===== config.mk =====
export PLATFORM = sky130hd
export DESIGN_NAME = uart_tx_result
export DESIGN_NICKNAME = d
export VERILOG_FILES = /design/src/rtl/uart_pkg.sv /design/src/rtl/uart_byte_fifo.sv /design/src/rtl/uart_tx_result.sv
export SDC_FILE = /design/constraint.sdc
export NUM_CORES = 1
export LEC_CHECK = 0
export BUFFER_PORTS_ARGS = -buffer_cell sky130_fd_sc_hd__buf_2
export CORE_ASPECT_RATIO = 1.5
export CORE_MARGIN = 3
export CORE_UTILIZATION = 55
export DETAILED_ROUTE_END_ITERATION = 12
export MAX_ROUTING_LAYER = met4
export PLACE_DENSITY_LB_ADDON = 0.2
export SKIP_CTS_REPAIR_TIMING = 1
export SYNTH_ARGS = -nofsm -noshare
export SYNTH_HDL_FRONTEND = slang
export SYNTH_SLANG_ARGS = --single-unit

===== constraint.sdc =====
create_clock -name clk -period 1.6 [get_ports clk]
set_input_delay 0.08 -clock clk [delete_from_list [all_inputs] [get_ports clk]]
set_output_delay 0.08 -clock clk [all_outputs]
set_load 0.005 [all_outputs]

===== src/rtl/uart_pkg.sv =====
// Shared UART definitions for the transmit and receive paths.
// The ST_PARITY state exists only when UART_TX_PARITY_EN is defined.
package uart_pkg;

    localparam logic START_BIT = 1'b0;
    localparam logic STOP_BIT  = 1'b1;

    // Cycles per serial bit, truncated.
    function automatic int clks_per_bit(input int clk_freq, input int baud);
        return clk_freq / baud;
    endfunction

    typedef enum logic [2:0] {
        ST_IDLE,
        ST_START,
        ST_DATA,
`ifdef UART_TX_PARITY_EN
        ST_PARITY,
`endif
        ST_STOP
    } tx_state_t;

endpackage


===== src/rtl/uart_byte_fifo.sv =====
// Synchronous byte FIFO with push/pop handshake; head is the oldest entry.
// Pointers carry one extra wrap bit so full and empty are pointer-derived.
module uart_byte_fifo #(
    parameter int DEPTH = 4
) (
    input  logic       clk,
    input  logic       rst,
    input  logic       push,
    input  logic [7:0] push_data,
    input  logic       pop,
    output logic [7:0] head,
    output logic       full,
    output logic       empty
);

    localparam int AW = $clog2(DEPTH);
    localparam logic [AW:0] PTR_ONE = 1;

    logic [7:0]  mem [DEPTH];
    logic [AW:0] wr_ptr;
    logic [AW:0] rd_ptr;
    logic        do_push;
    logic        do_pop;

    assign do_push = push && !full;
    assign do_pop  = pop && !empty;

    always_ff @(posedge clk or negedge rst) begin
        if (!rst) begin
            wr_ptr <= '0;
            rd_ptr <= '0;
        end else begin
            if (do_push) wr_ptr <= wr_ptr + PTR_ONE;
            if (do_pop)  rd_ptr <= rd_ptr + PTR_ONE;
        end
    end

    // NOTE: storage is deliberately not reset; empty/full come from the
    // pointers, so a stale entry is never presented as valid.
    always_ff @(posedge clk) begin
        if (do_push) mem[wr_ptr[AW-1:0]] <= push_data;
    end

    assign head  = mem[rd_ptr[AW-1:0]];
    assign empty = (wr_ptr == rd_ptr);
    assign full  = (wr_ptr[AW] != rd_ptr[AW]) && (wr_ptr[AW-1:0] == rd_ptr[AW-1:0]);

endmodule


===== src/rtl/uart_tx_result.sv =====
// Result-byte UART transmitter: byte FIFO feeding an 8N1 serializer.
// Define UART_TX_PARITY_EN to insert an even-parity bit (8E1 frame).
module uart_tx_result #(
    parameter int CLK_FREQ   = 50000000,
    parameter int BAUD       = 115200,
    parameter int FIFO_DEPTH = 4
) (
    input  logic       clk,
    input  logic       rst,
    input  logic       in_valid,
    input  logic [7:0] in_data,
    output logic       in_ready,
    output logic       uart_tx_pin,
    output logic       busy
);

    import uart_pkg::*;

    localparam int CPB = clks_per_bit(CLK_FREQ, BAUD);
    localparam int BW  = (CPB > 1) ? $clog2(CPB) : 1;
    localparam logic [BW-1:0] BAUD_LAST = BW'(CPB - 1);
    localparam logic [BW-1:0] BAUD_ONE  = BW'(1);

    tx_state_t     state;
    logic [BW-1:0] baud_cnt;
    logic [2:0]    bit_cnt;
    logic [7:0]    shift;
    logic          ready_en;
    logic          bit_done;
    logic          push;
    logic          pop;
    logic          fifo_full;
    logic          fifo_empty;
    logic [7:0]    fifo_head;
`ifdef UART_TX_PARITY_EN
    logic          parity_bit;
`endif

    uart_byte_fifo #(
        .DEPTH(FIFO_DEPTH)
    ) u_fifo (
        .clk      (clk),
        .rst      (rst),
        .push     (push),
        .push_data(in_data),
        .pop      (pop),
        .head     (fifo_head),
        .full     (fifo_full),
        .empty    (fifo_empty)
    );

    // ready_en holds in_ready low until the first edge after reset release.
    assign in_ready = ready_en && !fifo_full;
    assign push     = in_valid && in_ready;
    assign bit_done = (baud_cnt == BAUD_LAST);
    assign busy     = (state != ST_IDLE) || !fifo_empty;

    // Popping at the end of STOP chains frames with no idle gap.
    always_comb begin
        pop = 1'b0;
        if (!fifo_empty && (state == ST_IDLE || (state == ST_STOP && bit_done)))
            pop = 1'b1;
    end

    always_ff @(posedge clk or negedge rst) begin
        if (!rst) begin
            state       <= ST_IDLE;
            baud_cnt    <= '0;
            bit_cnt     <= '0;
            shift       <= '0;
            ready_en    <= 1'b0;
            uart_tx_pin <= STOP_BIT;
`ifdef UART_TX_PARITY_EN
            parity_bit  <= 1'b0;
`endif
        end else begin
            ready_en <= 1'b1;
            if (state != ST_IDLE)
                baud_cnt <= bit_done ? '0 : baud_cnt + BAUD_ONE;
            if (pop) begin
                shift <= fifo_head;
`ifdef UART_TX_PARITY_EN
                parity_bit <= ^fifo_head;
`endif
            end

            case (state)
                ST_IDLE: begin
                    if (pop) begin
                        state       <= ST_START;
                        uart_tx_pin <= START_BIT;
                    end
                end
                ST_START: begin
                    if (bit_done) begin
                        state       <= ST_DATA;
                        uart_tx_pin <= shift[0];
                    end
                end
                ST_DATA: begin
                    if (bit_done) begin
                        if (bit_cnt == 3'd7) begin
                            bit_cnt <= '0;
`ifdef UART_TX_PARITY_EN
                            state       <= ST_PARITY;
                            uart_tx_pin <= parity_bit;
`else
                            state       <= ST_STOP;
                            uart_tx_pin <= STOP_BIT;
`endif
                        end else begin
                            bit_cnt     <= bit_cnt + 3'd1;
                            shift       <= {1'b0, shift[7:1]};
                            uart_tx_pin <= shift[1];
                        end
                    end
                end
`ifdef UART_TX_PARITY_EN
                ST_PARITY: begin
                    if (bit_done) begin
                        state       <= ST_STOP;
                        uart_tx_pin <= STOP_BIT;
                    end
                end
`endif
                ST_STOP: begin
                    if (bit_done) begin
                        if (pop) begin
                            state       <= ST_START;
                            uart_tx_pin <= START_BIT;
                        end else begin
                            state <= ST_IDLE;
                        end
                    end
                end
                default: begin
                    state       <= ST_IDLE;
                    uart_tx_pin <= STOP_BIT;
                end
            endcase
        end
    end

endmodule


==> run summary <==
status: finished, violations left
violated checks: negative setup slack
Clock Root Buffer: clkbuf_8
Pleak: 1.516 nW
setup ws final: -0.06010 ns
Bufs on Longest Clock Path: 2
final hold vios: 0
hpwl dp: 3.945 mm
IO Count: 14
Clk Latency, worst-skew pair: 0.34 ns
critical path start-end classification: flop to output port
all-layer global routing usage: 19.81%
Critical Path AT: 1.58 ns
Final min period: 1.660 ns
max_slew headroom: 55.80%
Routed WL: 5.775 mm
Initial DRC Count: 94
CTS tree: built
fin cells: 330
fin crit share: 103.8%
Syn Area/Cell: 14.38 µm²
clock sink total: 62
post-route cell area: 0.003777 mm²
fin nets: 283
worst vdd ir: 1.100 mV
total number of vias: 1842
Worst Hold Endpoint: u_fifo.wr_ptr[0]$_DFFE_PN0N_
hold path start: in_valid
Area Overhead vs Synth: 28.80%
most common library cells after synthesis: edfxtp_1 (32), dfrtp_1 (29), ha_1 (13)
first-pass GRT wire length: 8.783 mm
Max Clock Freq: 602.4 MHz
setup TNS: -0.1672 ns
placed inst area: 0.003224 mm²
antenna violations before repair: 0
worst-case hold slack: 0.06309 ns
critical path required time: 1.52 ns
Worst Setup Start Kind: flop
final setup violation count: 5
largest cells by area after synthesis: edfxtp_1 (33%), dfrtp_1 (25%), mux4_2 (6.1%)
Std-Cell Rows: 31
Slew Limit Fails: 0
R2R depth: 6
core footprint: 0.005004 mm²
# diodes: 0
register area share after synthesis: 58.40%
most common cell in the netlist: edfxtp_1
Detail Route Antenna Nets: 0
Post-synth top flop: edfxtp_1
IO buf count: 13
critical register-to-register path endpoint: shift[4]$_DFF_PN0_
PwrDens: 1908 mW/mm²
element type at the critical path end: output port
die height: 95.44 µm
Slew @ Worst Pin: 0.6631 ns
Num CTS Buffers: 9
Post-Syn Nets: 228
Worst Hold Path Cells: 3
mapped cell area: 0.002933 mm²
routed wire length per instance: 17.50 µm
detail-routed via count per cell: 5.582
EDFF count, synth: 32
Post-synth ARST share: 48.39%
DRC violations left: 0
largest net degree at the start of global routing: 31
Die W: 65.63 µm
Starting Density: 58.61%
fraction of layout cells with a size suffix above 1: 45.45%
Cells after Synth: 204
unrepaired setup endpoints after global routing: yes
Synth area leader: edfxtp_1
Setup WS pre-CTS: -0.05913 ns
reg2reg start: baud_cnt[6]$_DFFE_PN0P_
CP max FO: 5
gr ovfl total: 0
H-tree Lvls: 3
Worst-path clk slew: 0.07 ns
Placed Cells: 299
die area: 0.006263 mm²
Hold Crit Class: input port to flop
Yosys cell types: 52
Synth top area share: 32.76%
GPL Wtd Cong: 0.8372
FF+latch count, synth: 62
number of max-cap violations: 0
DRT Pass-1 Iters: 4
reg-to-reg slack, setup: -0.05 ns
vias in the first global route: 1931
Yosys warning total: 0
clk_skew: 0.006523 ns
-- worst max path at each step --
stage                                   end                         start  slack [ns]
2_1_floorplan    u_fifo.mem[0][0]$_DFFE_PP_  u_fifo.rd_ptr[1]$_DFFE_PN0P_       -0.02
3_3_place_gp   u_fifo.rd_ptr[1]$_DFFE_PN0P_       baud_cnt[1]$_DFFE_PN0P_       -0.01
3_5_place_dp        baud_cnt[7]$_DFFE_PN0P_       baud_cnt[1]$_DFFE_PN0P_       -0.06
4_1_cts                                busy  u_fifo.rd_ptr[0]$_DFFE_PN0P_       -0.08
5_1_grt                  shift[4]$_DFF_PN0_       baud_cnt[6]$_DFFE_PN0P_       -0.11
6_report                               busy  u_fifo.rd_ptr[2]$_DFFE_PN0P_       -0.06
-- state kept, by name (all words and copies together) (netlist names) --
name           count
baud_cnt           9
bit_cnt            3
ready_en           1
shift              8
state              2
u_fifo.mem        32
u_fifo.rd_ptr      3
u_fifo.wr_ptr      3
uart_tx_pin        1
-- layout make-up --
cell class / instances / area, µm²
tap: 66 / 82.58
multi-input combinational: 124 / 1323
timing repair buffer: 54 / 445.4
clock buffer: 9 / 123.9
inverter: 8 / 30.03
clock inverter: 7 / 56.30
sequential: 62 / 1717
fill: 308 / 1226
-- per-stage QoR --
stage                     util (%)  total power, mW
after floorplan                  -            4.334
after global placement       64.44            5.053
after detailed placement     64.44            5.185
after CTS                    68.04            6.453
after global routing         75.49            7.633
final                        75.49            7.208
-- power breakdown --
part	internal, mW	total, mW	switching [mW]
sequential	2.11	2.41	0.301
clock	0.582	1.23	0.651
combinational	1.83	3.56	1.73
-- cell families (layout without fill, tap and decap cells) --
logic type	count (synthesis)	in the layout	share of synthesized area (%)
AO/OA/AOI/OAI	45	45	11.77
buffers and inverters	18	78	4.224
multiplexers	14	14	8.532
adder cells (fa/ha/maj)	13	13	5.546
AND/OR/NAND/NOR	40	40	7.850
other	1	1	0.1279
flip-flops	62	62	58.40
XOR/XNOR	11	11	3.541
-- cells in the final DEF, fill, tap and decap left out, types with 4 or more instances in the layout --
cell,count
inv_6,4
ha_1,8
o21ai_0,7
clkbuf_8,9
nor3_1,4
buf_2,12
inv_1,6
edfxtp_1,32
o21ai_1,5
buf_4,25
dlygate4sd3_1,9
dfrtp_1,26
nand2_1,9
xnor2_1,4
and3_4,4
nor2_1,4
a32oi_2,5
nand3_1,4
mux4_2,8
a2bb2oi_1,5
buf_6,6
-- critical path, cell delays in order (launching register included) --
cell     delay (ns)
dfrtp_2        0.44
xor2_2         0.21
nor3_2         0.27
buf_6          0.16
nand2_1        0.05
buf_2          0.12
-- layer usage --
layer / up-vias / GRT usage, % / routed length (µm)
li1: 881 / - / -
met1: 896 / 19.52 / 2069
met2: 42 / 35.15 / 3253
met3: 23 / 3.420 / 169
met4: 0 / 12.80 / 282
met5: - / - / 0
Power figures use the tool's default switching activity.
